[config.mk]
export PLATFORM = sky130hd
export DESIGN_NAME = ahb_refill_arbiter
export DESIGN_NICKNAME = d
export VERILOG_FILES = /design/src/rtl/ahb_refill_arbiter.sv
export SDC_FILE = /design/constraint.sdc
export NUM_CORES = 1
export LEC_CHECK = 0
export CAP_MARGIN = 20
export CORE_ASPECT_RATIO = 0.7
export CORE_UTILIZATION = 25
export CTS_BUF_LIST = sky130_fd_sc_hd__clkbuf_2
export CTS_CLUSTER_SIZE = 14
export DETAILED_ROUTE_END_ITERATION = 7
export PLACE_DENSITY = 0.63
export SYNTH_ARGS = -nofsm -noshare
export SYNTH_HDL_FRONTEND = slang
export SYNTH_SLANG_ARGS = --single-unit
export TNS_END_PERCENT = 30
[constraint.sdc]
create_clock -name hclk -period 4.3 [get_ports hclk]
set_clock_uncertainty 0.2 [all_clocks]
set_input_delay 0.86 -clock hclk [delete_from_list [all_inputs] [get_ports hclk]]
set_output_delay 0.86 -clock hclk [all_outputs]
set_load 0.02 [all_outputs]
[src/rtl/ahb_refill_arbiter.sv]
// Two-port line-refill arbiter driving one AHB-lite read master with WRAP4 bursts.
// Define ARB_FIXED_PRIO_EN for fixed priority (port 0 wins ties); default is round robin.
module ahb_refill_arbiter #(
    parameter int unsigned ADDR_W = 32,
    parameter int unsigned DATA_W = 32
) (
    input  logic              hclk,
    input  logic              hrst,
    input  logic [1:0]        req_valid,
    input  logic [ADDR_W-1:0] req_addr0,
    input  logic [ADDR_W-1:0] req_addr1,
    output logic [1:0]        req_ready,
    output logic              resp_valid,
    output logic              resp_id,
    output logic [1:0]        resp_off,
    output logic [DATA_W-1:0] resp_data,
    output logic              resp_last,
    output logic              resp_err,
    output logic [ADDR_W-1:0] m_haddr,
    output logic [1:0]        m_htrans,
    output logic [2:0]        m_hburst,
    output logic [2:0]        m_hsize,
    output logic              m_hwrite,
    input  logic              m_hready,
    input  logic              m_hresp,
    input  logic [DATA_W-1:0] m_hrdata
);

    localparam logic [1:0] TransIdle   = 2'b00;
    localparam logic [1:0] TransNonseq = 2'b10;
    localparam logic [1:0] TransSeq    = 2'b11;

    typedef enum logic [2:0] {StIdle, StAddr, StBurst, StLast, StErr} state_e;

    state_e            state_q, state_d;
    logic [1:0]        cnt_q, cnt_d;
    logic [ADDR_W-1:0] addr_q, addr_d;
    logic              id_q, id_d;
    logic [1:0]        ready_q, ready_d;
    logic              grant_id;
    logic [1:0]        base_off;
    logic [1:0]        seq_off;
    logic              data_phase;
    logic              err_first;
`ifndef ARB_FIXED_PRIO_EN
    logic              last_grant_q, last_grant_d;
`endif

    assign m_hburst  = 3'b010;
    assign m_hsize   = 3'b010;
    assign m_hwrite  = 1'b0;
    assign req_ready = ready_q;
    assign resp_id   = id_q;

    assign base_off   = addr_q[3:2];
    assign seq_off    = base_off + cnt_q;
    assign data_phase = (state_q == StBurst) || (state_q == StLast);
    // First cycle of the two-cycle AHB ERROR response.
    assign err_first  = data_phase && m_hresp && !m_hready;

`ifdef ARB_FIXED_PRIO_EN
    assign grant_id = ~req_valid[0];
`else
    assign grant_id = (&req_valid) ? ~last_grant_q : req_valid[1];
`endif

    always_comb begin
        state_d  = state_q;
        cnt_d    = cnt_q;
        addr_d   = addr_q;
        id_d     = id_q;
        ready_d  = 2'b00;
        m_htrans = TransIdle;
        m_haddr  = '0;
`ifndef ARB_FIXED_PRIO_EN
        last_grant_d = last_grant_q;
`endif
        unique case (state_q)
            StIdle: begin
                if (|req_valid) begin
                    state_d = StAddr;
                    addr_d  = grant_id ? req_addr1 : req_addr0;
                    id_d    = grant_id;
                    ready_d = grant_id ? 2'b10 : 2'b01;
`ifndef ARB_FIXED_PRIO_EN
                    last_grant_d = grant_id;
`endif
                end
            end
            StAddr: begin
                m_htrans = TransNonseq;
                m_haddr  = addr_q;
                if (m_hready) begin
                    state_d = StBurst;
                    cnt_d   = 2'd1;
                end
            end
            StBurst: begin
                if (err_first) begin
                    state_d = StErr;
                    cnt_d   = 2'd0;
                end else begin
                    m_htrans = TransSeq;
                    m_haddr  = {addr_q[ADDR_W-1:4], seq_off, 2'b00};
                    if (m_hready) begin
                        if (cnt_q == 2'd3) begin
                            state_d = StLast;
                            cnt_d   = 2'd0;
                        end else begin
                            cnt_d = cnt_q + 2'd1;
                        end
                    end
                end
            end
            StLast: begin
                if (err_first) begin
                    state_d = StErr;
                end else if (m_hready) begin
                    state_d = StIdle;
                end
            end
            StErr: begin
                if (m_hready) begin
                    state_d = StIdle;
                end
            end
            default: state_d = StIdle;
        endcase
    end

    // Read data for the beat whose address phase completed last cycle.
    always_comb begin
        resp_valid = data_phase && m_hready && !m_hresp;
        resp_off   = (state_q == StLast) ? (base_off + 2'd3) : (base_off + cnt_q - 2'd1);
        resp_data  = resp_valid ? m_hrdata : '0;
        resp_last  = resp_valid && (state_q == StLast);
        resp_err   = (state_q == StErr) && m_hready;
        if (!resp_valid) begin
            resp_off = 2'd0;
        end
    end

    always_ff @(posedge hclk) begin
        if (hrst) begin
            state_q <= StIdle;
            cnt_q   <= 2'd0;
            addr_q  <= '0;
            id_q    <= 1'b0;
            ready_q <= 2'b00;
`ifndef ARB_FIXED_PRIO_EN
            last_grant_q <= 1'b1;
`endif
        end else begin
            state_q <= state_d;
            cnt_q   <= cnt_d;
            addr_q  <= addr_d;
            id_q    <= id_d;
            ready_q <= ready_d;
`ifndef ARB_FIXED_PRIO_EN
            last_grant_q <= last_grant_d;
`endif
        end
    end

    // A requester may only withdraw after its accept pulse.
    for (genvar i = 0; i < 2; i++) begin : g_req_hold
        assert property (@(posedge hclk) disable iff (hrst)
            (req_valid[i] && !req_ready[i]) |=> req_valid[i]);
    end

endmodule

==> run summary <==
- setup repair after global routing missed its margin: false
- share of async-settable or async-resettable flops after synthesis: 0
- wire length per cell after detailed routing: 12.42 um
- fraction of the cycle the final worst path needs: 0.9286
- TritonCTS clock tree: yes
- fraction of final layout cells with drive strength greater than 1: 0.05011
- buffer count from post-CTS setup fixing: 0
- total detailed-routing wirelength: 7.290 mm
- total number of clock tree sinks: 41
- starting density of the core: 0.2608
- class of the most critical hold timing path: reg2reg
- Via density: 4.337
- Ys Warns: 0
- first-pass GRT wire length: 11.30 mm
- Die Ht: 86.58 um
- highest-count cells in the layout ignoring fill and taps: 174 x clkdlybuf4s50_1, 63 x and2_1, 41 x dfxtp_1
- startpoint kind of the worst setup timing path: primary input
- power density over cell area: 244.3 nW/um^2
- initial drt markers: 112
- post-synthesis cell type count: 44
- slowest library cell on the worst path: clkdlybuf4s50_1
- most numerous cell on the critical path: clkdlybuf4s50_1
- count of nets after finishing: 562
- arrival time at the worst endpoint: 2.93 ns
- ports placed on the boundary: 183
- average instance area after synthesis: 8.545 sq um
- synthesis-to-layout area growth: 72.82%
- Buf/Inv on CP: 4
- Port-buffer cells: 175
- gate count of the mapped netlist: 299
- least setup slack across all paths after layout: 0.3069 ns
- Core Area: 9797 sq um
- maximum resistive drop on vdd: 0.09217 mV
- number of antenna violations at the first check in global routing: 0
- type of the worst setup path: in2out
- DRC violation count after routing: 0
- combined area of all synthesized cells: 2555 sq um
- most frequent standard cell in the layout excluding fill and tap cells: clkdlybuf4s50_1
- die area: 10630 sq um
- worst slack at placement: 0.3131 ns
- number of synthesized flops with an enable pin: 0
- Setup TNS: 0 ns
- first-pass iteration count of the detailed router: 4
- Total Routing Usage GR: 0.1342
- CTS H-Tree Depth: 2
- Num CTS Buffers: 5
- ANT cells: 0
- actual slew at the worst max-slew pin: 0.8126 ns
- endpoints failing setup: 0
- global route total overflow: 0
- maximum buffer depth of the clock tree: 2
- cell type contributing the most total cell area after synthesis: dfxtp_1
- Final Wtd Congestion: 0.7940
- run status: finished clean
- number of core rows: 30
- count of antenna-violating nets left after detailed routing: 0
- hpwl dp: 5.636 mm
- cell at the root of the clock tree: clkbuf_2
- Cell Chain, Critical Path: clkdlybuf4s50_1, inv_1, nor4_4, buf_4, and2_1, clkdlybuf4s50_1
- CP max FO: 25
- maximum number of pins on one net before global-route repair: 65
- Post-CTS Hold Fix Bufs: 0
- min Tclk post-route: 3.993 ns
- final-report hold violation count: 0
- flop and latch count out of synthesis: 41
- cell family with the largest share of critical-path delay: buffers and inverters
- share of the synthesized area in the top cell type: 0.3213
- number of global-route vias before repair: 2274
- Synth Flop Type: dfxtp_1
- Slowest Stage Delay on Critical Path: 0.63 ns
- Crit. End Element: primary output
- Die Width: 122.8 um
- worst-skew pair later-pin latency: 0.36 ns
- cells resized by post-CTS repair: 0
- Static Leak: 1.678 nW
- relative slew slack: 0.4583
- f_max: 250.4 MHz
- share of the core filled with cells: 0.4507
- number of fillers in the final layout: 983
- part of the Yosys area used for sequential elements: 0.3213
- Worst EP required: 3.24 ns
- vias after detailed routing: 2546
- max capacitance violation total: 0
- count of final max-slew check failures: 0
- largest cells by area after synthesis: dfxtp_1 32%, and2_1 15%, mux2i_1 13%, a211oi_1 9.1%, nor2_1 5.4%
- clock input transition at the sequential cells of the worst setup and hold paths: 0.19 ns
-- report_power, final --
group	switching, mW	internal (mW)	total, mW	leakage, nW
Clock	0.124	0.0993	0.223	0.0406
Sequential	0.0271	0.425	0.452	0.340
Combinational	0.183	0.220	0.403	1.30
Total	0.334	0.744	1.08	1.68
-- worst reg2reg max path: stages, from the launching register on --
cell and delay, ns:
dfxtp_1 0.54, nor3_2 0.33, nor2b_4 0.20, buf_4 0.49
nor2_1 0.16, a211oi_1 0.27
-- registers in the layout, indices dropped and copies added, names as in the netlist --
register	cells
resp_id	1
last_grant_q	1
req_ready	2
cnt_q	2
addr_q	32
state_q	3
-- cell usage after synthesis, drive strengths merged, types with 2 or more instances --
library cell	number
and2	63
dfxtp	41
nor2	37
a211oi	33
mux2i	33
buf	25
a21oi	8
clkbuf	8
nor3	7
o21ai	6
nand2	5
nor2b	4
inv	3
conb	2
ha	2
nor4	2
xnor2	2
-- worst paths after layout --
check / startpoint / endpoint / slack [ns] / cells after the start
worst max-delay path: m_hready / resp_data[0] / 0.31 / 6
worst min register to register: resp_id$_SDFFE_PP0P_ / resp_id$_SDFFE_PP0P_ / 0.28 / 2
worst max register to register: state_q[2]$_SDFFE_PP0P_ / addr_q[3]$_SDFFE_PP0P_ / 2.04 / 5
worst min-delay path: resp_id$_SDFFE_PP0P_ / resp_id$_SDFFE_PP0P_ / 0.28 / 2
-- logic make-up after synthesis --
group | Yosys count | synth area share
AOI/OAI and AO/OA | 54 | 0.1508
xor gates and xnor gates | 3 | 0.01616
adders and majority gates | 2 | 0.009793
buffers and inverters | 36 | 0.08667
DFF | 41 | 0.3213
muxes | 33 | 0.1293
other | 2 | 0.002939
and+or+nand+nor | 128 | 0.2831
-- layer usage --
layer	vias up	global-route usage	routed length [um]
met5	-	0	0
met4	0	0.02993	49
met3	4	0.04408	638
met2	92	0.2033	3078
met1	1118	0.1838	3524
li1	1332	-	-
-- stage by stage --
stage	hold WS, ns	area, sq um	total power [mW]	cells
global route	0.3026	4415	1.152	587
detailed placement	0.2634	4352	0.8669	579
CTS	0.2869	4415	1.099	587
finish	0.2822	4415	1.079	587
global placement	0.2502	4352	0.8629	579
floorplan	0.2736	2574	0.6879	304
-- cell type report --
| cell class | count | area, sq um | area share |
|---|---|---|---|
| clock buffers | 6 | 30.03 | 0.006801 |
| repair buffers | 180 | 1809 | 0.4097 |
| clock inverters | 2 | 33.78 | 0.007651 |
| flip-flops and latches | 41 | 820.8 | 0.1859 |
| inverters | 3 | 11.26 | 0.002550 |
| well taps | 128 | 160.2 | 0.03627 |
| multi-input cells | 227 | 1550 | 0.3511 |
Power figures use the tool's default switching activity.
